[config.mk]
export PLATFORM = sky130hd
export DESIGN_NAME = sw_alloc_rr_flat
export DESIGN_NICKNAME = d
export VERILOG_FILES = /design/src/rtl/sw_alloc_rr_if.sv /design/src/rtl/sw_alloc_rr.sv /design/src/flat_wrapper.sv
export SDC_FILE = /design/constraint.sdc
export NUM_CORES = 1
export LEC_CHECK = 0
export CELL_PAD_IN_SITES_DETAIL_PLACEMENT = 1
export CELL_PAD_IN_SITES_GLOBAL_PLACEMENT = 2
export CORE_MARGIN = 10
export CORE_UTILIZATION = 30
export DETAILED_ROUTE_END_ITERATION = 16
export PLACE_DENSITY_LB_ADDON = 0.1
export SKIP_CTS_REPAIR_TIMING = 1
export SYNTH_ARGS = -nofsm -noshare
export SYNTH_HDL_FRONTEND = slang
export SYNTH_SLANG_ARGS = --single-unit
export TNS_END_PERCENT = 10
[constraint.sdc]
create_clock -name clk -period 9.15 [get_ports clk]
set_input_delay 1.3725 -clock clk [delete_from_list [all_inputs] [get_ports clk]]
set_output_delay 1.3725 -clock clk [all_outputs]
set_load 0.05 [all_outputs]
[src/rtl/sw_alloc_rr_if.sv]
// sw_alloc_rr_if
// Bundles the request, credit and grant signals that pass between the
// input FIFOs / route computation and the switch allocator.
//
// Signals:
//   req_valid  [N_PORTS]        input i has a flit at its FIFO head
//   req_dest   [N_PORTS*SEL_W]  encoded destination per input (0 / >N_PORTS = none)
//   req_tail   [N_PORTS]        head flit of input i is a tail flit
//   credit_ret [N_PORTS]        output o's downstream freed one slot
//   sel        [N_PORTS*SEL_W]  per-output encoded granted input (i+1) or 0
//   pop        [N_PORTS]        input i dequeues at this clock edge
//   credit_err                  sticky credit overflow flag
//
// Modports:
//   master : router side (drives requests and credits, sees grants)
//   slave  : allocator side
interface sw_alloc_rr_if #(
  parameter int N_PORTS = 5,
  parameter int SEL_W   = $clog2(N_PORTS + 1)
);
  logic [N_PORTS-1:0]       req_valid;
  logic [N_PORTS*SEL_W-1:0] req_dest;
  logic [N_PORTS-1:0]       req_tail;
  logic [N_PORTS-1:0]       credit_ret;
  logic [N_PORTS*SEL_W-1:0] sel;
  logic [N_PORTS-1:0]       pop;
  logic                     credit_err;

  modport master (
    output req_valid, req_dest, req_tail, credit_ret,
    input  sel, pop, credit_err
  );

  modport slave (
    input  req_valid, req_dest, req_tail, credit_ret,
    output sel, pop, credit_err
  );
endinterface

[src/rtl/sw_alloc_rr.sv]
// sw_alloc_rr
// Stateful switch allocator for the router crossbar. Each cycle every output
// picks at most one requesting input (round-robin, or the wormhole owner
// while a packet is in flight), provided it still holds a downstream credit.
// Grants drive the crossbar select and the input FIFO pop strobes in the same
// cycle; per-output lock, owner, round-robin pointer and credit counter update
// on the following clock edge.
//
// Ports:
//   clk  : single clock, all state updates on the rising edge
//   rst  : synchronous, active-high reset
//   bus  : sw_alloc_rr_if.slave (requests, credits, sel, pop, credit_err)
module sw_alloc_rr #(
  parameter int N_PORTS = 5,
  parameter int SEL_W   = $clog2(N_PORTS + 1),
  parameter int CREDITS = 4,
  parameter int CNT_W   = $clog2(CREDITS + 1)
) (
  input  logic         clk,
  input  logic         rst,
  sw_alloc_rr_if.slave bus
);

  localparam int                IDX_W      = $clog2(N_PORTS);
  localparam logic [CNT_W-1:0]  CREDIT_MAX = CNT_W'(CREDITS);
  localparam logic [IDX_W:0]    PORTS_EXT  = (IDX_W + 1)'(N_PORTS);
  localparam logic [IDX_W-1:0]  LAST_IDX   = IDX_W'(N_PORTS - 1);

  // Per-output registered state
  logic [N_PORTS-1:0] lock;
  logic [IDX_W-1:0]   owner  [N_PORTS];
  logic [IDX_W-1:0]   rr_ptr [N_PORTS];
  logic [CNT_W-1:0]   credit [N_PORTS];
  logic               credit_err_q;

  // req_mat[o][i]: input i currently requests output o
  logic [N_PORTS-1:0] req_mat [N_PORTS];
  logic [N_PORTS-1:0] grant;
  logic [IDX_W-1:0]   grant_idx [N_PORTS];
  logic [IDX_W:0]     scan_pos;

  // Decode each input's destination code into a one-hot request per output.
  // Code 0 and codes above N_PORTS never match any output.
  always_comb begin
    for (int o = 0; o < N_PORTS; o++) begin
      req_mat[o] = '0;
      for (int i = 0; i < N_PORTS; i++) begin
        req_mat[o][i] = bus.req_valid[i] &&
                        (bus.req_dest[i*SEL_W +: SEL_W] == SEL_W'(o + 1));
      end
    end
  end

  // Pick one candidate per output. A locked output only considers its owner;
  // an unlocked one scans from rr_ptr upward with wrap. The scan runs from the
  // farthest offset down to offset 0 so the nearest requester is written last
  // and wins without needing an early exit. No credit means no grant.
  always_comb begin
    scan_pos = '0;
    for (int o = 0; o < N_PORTS; o++) begin
      grant[o]     = 1'b0;
      grant_idx[o] = '0;
      if (lock[o]) begin
        grant_idx[o] = owner[o];
        grant[o]     = req_mat[o][owner[o]];
      end else begin
        for (int k = N_PORTS - 1; k >= 0; k--) begin
          scan_pos = {1'b0, rr_ptr[o]} + (IDX_W + 1)'(k);
          if (scan_pos >= PORTS_EXT) begin
            scan_pos = scan_pos - PORTS_EXT;
          end
          if (req_mat[o][scan_pos[IDX_W-1:0]]) begin
            grant[o]     = 1'b1;
            grant_idx[o] = scan_pos[IDX_W-1:0];
          end
        end
      end
      if (credit[o] == '0) begin
        grant[o] = 1'b0;
      end
    end
  end

  // Drive crossbar selects and FIFO pops from the grants. Both are forced
  // idle while reset is asserted, whatever the stale state says.
  always_comb begin
    bus.sel = '0;
    bus.pop = '0;
    if (!rst) begin
      for (int o = 0; o < N_PORTS; o++) begin
        if (grant[o]) begin
          bus.sel[o*SEL_W +: SEL_W] = SEL_W'(grant_idx[o]) + SEL_W'(1);
          bus.pop[grant_idx[o]]     = 1'b1;
        end
      end
    end
  end

  assign bus.credit_err = credit_err_q;

  // State update. A non-tail grant locks the output to that input; a tail
  // grant releases the lock and moves the pointer just past the winner so it
  // gets lowest priority next time. Credits go down on a grant and up on a
  // return; both together cancel. A return into a full counter is dropped
  // and flagged.
  always_ff @(posedge clk) begin
    if (rst) begin
      for (int o = 0; o < N_PORTS; o++) begin
        lock[o]   <= 1'b0;
        owner[o]  <= '0;
        rr_ptr[o] <= '0;
        credit[o] <= CREDIT_MAX;
      end
      credit_err_q <= 1'b0;
    end else begin
      for (int o = 0; o < N_PORTS; o++) begin
        if (grant[o]) begin
          if (bus.req_tail[grant_idx[o]]) begin
            lock[o]   <= 1'b0;
            rr_ptr[o] <= (grant_idx[o] == LAST_IDX) ? '0
                                                   : grant_idx[o] + IDX_W'(1);
          end else begin
            lock[o]  <= 1'b1;
            owner[o] <= grant_idx[o];
          end
        end

        if (grant[o] && !bus.credit_ret[o]) begin
          credit[o] <= credit[o] - CNT_W'(1);
        end else if (!grant[o] && bus.credit_ret[o]) begin
          if (credit[o] == CREDIT_MAX) begin
            credit_err_q <= 1'b1;
          end else begin
            credit[o] <= credit[o] + CNT_W'(1);
          end
        end
      end
    end
  end

endmodule

[src/flat_wrapper.sv]
// flat-port wrapper written by rule: the top's interface ports become plain ports
module sw_alloc_rr_flat 
#(
  parameter int N_PORTS = 5,
  parameter int SEL_W   = $clog2(N_PORTS + 1),
  parameter int CREDITS = 4,
  parameter int CNT_W   = $clog2(CREDITS + 1)
)
  (clk, rst, bus_req_valid, bus_req_dest, bus_req_tail, bus_credit_ret, bus_sel, bus_pop, bus_credit_err);
  sw_alloc_rr_if #(.N_PORTS(N_PORTS), .SEL_W(SEL_W)) bus_i ();
  input  logic clk;
  input  logic rst;
  input wire logic [$bits(bus_i.req_valid)-1:0] bus_req_valid;
  input wire logic [$bits(bus_i.req_dest)-1:0] bus_req_dest;
  input wire logic [$bits(bus_i.req_tail)-1:0] bus_req_tail;
  input wire logic [$bits(bus_i.credit_ret)-1:0] bus_credit_ret;
  output wire logic [$bits(bus_i.sel)-1:0] bus_sel;
  output wire logic [$bits(bus_i.pop)-1:0] bus_pop;
  output wire logic [$bits(bus_i.credit_err)-1:0] bus_credit_err;
  assign bus_i.req_valid = bus_req_valid;
  assign bus_i.req_dest = bus_req_dest;
  assign bus_i.req_tail = bus_req_tail;
  assign bus_i.credit_ret = bus_credit_ret;
  assign bus_sel = bus_i.sel;
  assign bus_pop = bus_i.pop;
  assign bus_credit_err = bus_i.credit_err;
  sw_alloc_rr #(.N_PORTS(N_PORTS), .SEL_W(SEL_W), .CREDITS(CREDITS), .CNT_W(CNT_W)) u_core (.clk(clk), .rst(rst), .bus(bus_i));
endmodule
==> impl_metrics.json, run 1 <==
{
  "avgSynthCellArea_sq_um": 7.903,
  "slew_violations": 0,
  "grt_max_degree": 27,
  "worstPathRequired_ns": 7.78,
  "crit_arrival_ns": 6.22,
  "cts_tree": "built",
  "die_h_um": 200.7,
  "fin_worst_skew_ns": 0.01192,
  "overflow": 0,
  "outcome": "completed",
  "initialDrtViolationCount": 614,
  "die_w_um": 200.7,
  "hold_violations": 0,
  "rsz0062_at_grt": "no",
  "via_count": 9879,
  "stdcell_count": 1693,
  "area_growth_pct": 10.02,
  "place_congestion": 0.8044,
  "cap_violations": 0,
  "clk_pin_slew_ns": 0.07,
  "cts-buffers-inserted": 5,
  "htreeDepth": 2,
  "fin_area_sq_mm": 0.01077,
  "dp.cells": 1685,
  "synth_top_area_share_pct": 13.80,
  "ys_seq_elements": 51,
  "grt_pass1_vias": 9787,
  "grtUsageTotal_pct": 17.38,
  "worstSkewPairLatency_ns": 0.31,
  "synth_area_leaders": "edfxtp_1 14%, ha_1 7.4%, mux2i_1 5.1%",
  "synth_area_sq_mm": 0.009792,
  "placed_area_sq_mm": 0.01063,
  "yosysTopAreaCell": "edfxtp_1",
  "via_per_inst": 5.835,
  "timing.hold.ws_ns": 0.5719,
  "worst-slew-pin-transition_ns": 1.044,
  "cts.path.max_buffers": 2,
  "setup_tns_ns": 0,
  "start_util_pct": 30.25,
  "synth_nets": 1338,
  "yosys_warnings": 0,
  "wire_per_inst_um": 21.52,
  "nets": 1349,
  "row_count": 66,
  "grt_first_pass_wirelength_mm": 57.26,
  "port_buffers": 52,
  "routed_wl_mm": 36.43,
  "path_class": "reg2out",
  "dr.pass1.iters": 5,
  "hold_class": "reg2reg",
  "io_pins": 53,
  "synth-edff-count": 45,
  "fill_cells": 3936,
  "synth-async-reset-ratio_pct": 0,
  "cp-start-kind": "flip-flop",
  "drive_above_1_share_pct": 8.553,
  "relSlewSlack_pct": 30.23,
  "remaining_drc_errors": 0,
  "drt.antenna.violating_nets": 0,
  "max_freq_ghz": 0.1317,
  "diodes": 0,
  "yosysMostFrequentCell": "nand2_1",
  "fp.coreArea_sq_mm": 0.03237,
  "cts_root_buf": "clkbuf_16",
  "crit_path_end_kind": "output pin",
  "synth.top_cells.by_count": "105 x nand2_1, 100 x nor2_1, 79 x a21oi_1, 61 x inv_1, 58 x ha_1",
  "syn_inst": 1239,
  "synth_ff_type": "edfxtp_1",
  "synthDistinctLibCells": 115,
  "ys_seq_area_share_pct": 15.03,
  "dieArea_sq_mm": 0.04027,
  "setup_viol": 0,
  "period_needed_ns": 7.595,
  "antenna_found_initial": 1,
  "period_share_pct": 83.00,
  "clock_sinks": 51,
  "hpwl_mm": 28.89,
  "worstPathMaxFanout": 21
}
worst paths after layout:
path / from / end / slack [ns] / cells past startpoint
setup reg to reg: u_core.rr_ptr[0][12] / u_core.rr_ptr[0][5] / 2.86 / 15
hold / removal: u_core.lock[2] / u_core.lock[2] / 0.57 / 2
setup / recovery: u_core.rr_ptr[0][12] / bus_pop[0] / 1.56 / 14
hold reg to reg: u_core.lock[2] / u_core.lock[2] / 0.57 / 2
worst max-delay path, stage by stage (launching register included):
cell and delay [ns]:
edfxtp_1 0.87, clkinv_1 0.54, ha_1 0.43, ha_1 0.41, a21oi_4 0.26, mux2i_1 0.22
a22oi_1 0.14, a21oi_1 0.27, o221ai_1 0.21, a221oi_2 0.73, nand2_1 0.21, o31ai_1 0.37
a31oi_1 0.11, a31oi_1 0.27, clkdlybuf4s50_1 0.86
cell usage in the layout (no fill, tap or decap), drive strengths merged, types with 12 or more instances in the layout:
master,n
xnor2,23
o211ai,16
inv,64
o21ai,56
buf,12
nor3,48
nand2,105
o31ai,14
and3,13
nor2,100
nand4,14
mux2i,50
nor2b,21
a21o,17
a211oi,16
clkdlybuf4s50,52
edfxtp,45
o22ai,21
nand2b,37
ha,58
or2,13
a211o,13
a31oi,19
nand3,37
or3,16
a21oi,90
through the flow:
stage / setup slack, ns / util, %
6_report: 1.556 / 33.28
5_1_grt: 0.9551 / 33.28
4_1_cts: 1.557 / 33.28
3_5_place_dp: 1.649 / 32.84
3_3_place_gp: 1.653 / 32.84
2_1_floorplan: 2.939 / -
sequential cells by signal, summed over array words and instances, names as in the netlist:
signal / flops
u_core.credit: 15
u_core.owner: 15
u_core.bus.credit_err: 1
u_core.rr_ptr: 15
u_core.lock: 5
final cells by class:
class | count | area, sq um | share of cell area, %
well taps | 442 | 553.0 | 5.134
clock inverters | 2 | 12.51 | 0.1161
inverters | 67 | 254.0 | 2.358
multi-input cells | 1061 | 7742 | 71.87
flip-flops and latches | 51 | 1471 | 13.66
repair buffers | 64 | 610.6 | 5.668
clock buffers | 6 | 128.9 | 1.196
layer usage:
| metal | wire, um | track usage, % | vias up |
|---|---|---|---|
| li1 | - | - | 4772 |
| met1 | 18630 | 25.43 | 4927 |
| met2 | 16350 | 27.34 | 155 |
| met3 | 1106 | 1.775 | 25 |
| met4 | 340 | 2.543 | 0 |
| met5 | 0 | 0 | - |
logic make-up (layout without fill, tap and decap cells):
logic type      Yosys count  in the layout  share of synthesized area (%)
compound gates          402            402                          30.99
xor+xnor                 31             31                          2.850
fa+ha+maj                67             67                          9.251
buf+inv                 127            139                          6.070
flops                    51             51                          15.03
mux                      70             70                          8.484
simple gates            491            491                          27.33
Power of run 1 is left out: the tool's default activity adds up to more than one toggle a clock period on the data nets, which glitch-free logic cannot reach.
==> run 2, diff against run 1 <==
==> constraint.sdc (replaced) <==
create_clock -name clk -period 7.3 [get_ports clk]
set_input_delay 1.095 -clock clk [delete_from_list [all_inputs] [get_ports clk]]
set_output_delay 1.095 -clock clk [all_outputs]
set_load 0.05 [all_outputs]
==> impl_metrics.json, run 2 (synthesized netlist as in run 1, its figures left out) <==
{
  "outcome": "completed",
  "crit_slowest_cell": "clkdlybuf4s50_1",
  "wire_per_inst_um": 21.66,
  "path_class": "in2out",
  "start_util_pct": 30.25,
  "fin_worst_skew_ns": 0.006937,
  "crit_arrival_ns": 5.58,
  "htreeDepth": 2,
  "row_count": 66,
  "die_h_um": 200.7,
  "period_needed_ns": 6.674,
  "antenna_found_initial": 1,
  "area_growth_pct": 11.24,
  "placed_area_sq_mm": 0.01076,
  "fp.coreArea_sq_mm": 0.03237,
  "setup_tns_ns": 0,
  "via_count": 9963,
  "hpwl_mm": 29.41,
  "drive_above_1_share_pct": 10.01,
  "grt_max_degree": 27,
  "cts.path.max_buffers": 2,
  "hold_violations": 0,
  "clk_pin_slew_ns": 0.06,
  "remaining_drc_errors": 0,
  "crit_chain": "clkdlybuf4s50_1 -> nand4b_1 -> mux4_2 -> o311ai_1 -> nand2_1 -> a41o_1 -> or3_1 -> a41oi_2 -> inv_2 -> o32ai_1 -> o31a_1 -> clkdlybuf4s50_1",
  "drt.antenna.violating_nets": 0,
  "rsz0062_at_grt": "no",
  "cts_tree": "built",
  "place_congestion": 0.8177,
  "slew_violations": 0,
  "worst-slew-pin-transition_ns": 1.056,
  "setup_viol": 0,
  "cap_violations": 0,
  "clock_sinks": 51,
  "mostFrequentLayoutCell": "nand2_1",
  "grt_pass1_vias": 9859,
  "max_freq_ghz": 0.1498,
  "grt_first_pass_wirelength_mm": 58.58,
  "worstSkewPairLatency_ns": 0.31,
  "timing.hold.ws_ns": 0.5534,
  "nets": 1367,
  "initialDrtViolationCount": 585,
  "regArea_sq_mm": 0.001471,
  "io_pins": 53,
  "dieArea_sq_mm": 0.04027,
  "grtUsageTotal_pct": 17.88,
  "dr.pass1.iters": 5,
  "diodes": 0,
  "die_w_um": 200.7,
  "port_buffers": 52,
  "routed_wl_mm": 37.05,
  "overflow": 0,
  "cp-start-kind": "primary input",
  "via_per_inst": 5.823,
  "cts_root_buf": "clkbuf_16",
  "relSlewSlack_pct": 29.43,
  "crit_path_end_kind": "output pin",
  "fill_cells": 3941,
  "worstPathMaxFanout": 8,
  "final_cell_mix": "105 x nand2_1, 100 x nor2_1, 79 x a21oi_1",
  "fin_area_sq_mm": 0.01089,
  "multi_input_area_sq_mm": 0.007742,
  "period_share_pct": 91.42,
  "cpMostUsedCell": "clkdlybuf4s50_1",
  "cts-buffers-inserted": 5,
  "worstPathRequired_ns": 6.20,
  "slowest_delay_ns": 0.82,
  "reg_top3": "u_core.credit: 15 flops, u_core.owner: 15 flops, u_core.rr_ptr: 15 flops",
  "hold_class": "reg2reg"
}
[run 2: cell types whose count changed in the layout (fill, tap and decap cells not counted)]
cell,change
clkdlybuf4s50_1,-4
clkinv_1,+2
clkinvlp_4,-1
clkinv_2,-1
buf_4,+22
[run 2: layout make-up]
| class | count | share of cell area (%) |
|---|---|---|
| Tap cell | 442 | 5.077 |
| Clock inverter | 2 | 0.06892 |
| Clock buffer | 6 | 1.183 |
| Sequential cell | 51 | 13.51 |
| Multi-Input combinational cell | 1061 | 71.08 |
| Timing Repair Buffer | 82 | 6.754 |
| Inverter | 67 | 2.332 |
[run 2: per-layer routing]
metal | up-vias | part of all wire, % | GRT usage (%)
met5 | - | 0 | 0
met4 | 0 | 1.1 | 2.732
met3 | 18 | 4.1 | 2.195
met2 | 198 | 44 | 27.49
met1 | 4941 | 51 | 26.40
li1 | 4806 | - | -
[run 2: path summary, 6_finish.rpt]
kind                                     startpoint                   end  slack (ns)  cells past startpoint
worst max-delay path               bus_req_valid[2]            bus_pop[3]        0.63                     12
worst min register to register       u_core.lock[2]        u_core.lock[2]        0.55                      2
worst min-delay path                 u_core.lock[2]        u_core.lock[2]        0.55                      2
worst max register to register  u_core.rr_ptr[0][3]  u_core.rr_ptr[0][14]        1.57                     17
[run 2: critical path: cells and delay by family]
kind | cells | cell delay (ns)
AND/OR/NAND/NOR | 3 | 0.82
AO/OA/AOI/OAI | 5 | 1.52
multiplexers | 1 | 0.62
buffers and inverters | 3 | 1.52
[run 2: stage by stage]
| stage | util, % | std cells | setup slack (ns) |
|---|---|---|---|
| after floorplan | - | 1239 | 1.559 |
| after global placement | 33.23 | 1703 | 0.6011 |
| after detailed placement | 33.23 | 1703 | 0.6052 |
| after CTS | 33.65 | 1711 | 0.5876 |
| after global routing | 33.65 | 1711 | 0.2755 |
| final | 33.65 | 1711 | 0.6262 |
Power of run 2 is left out for the same reason.
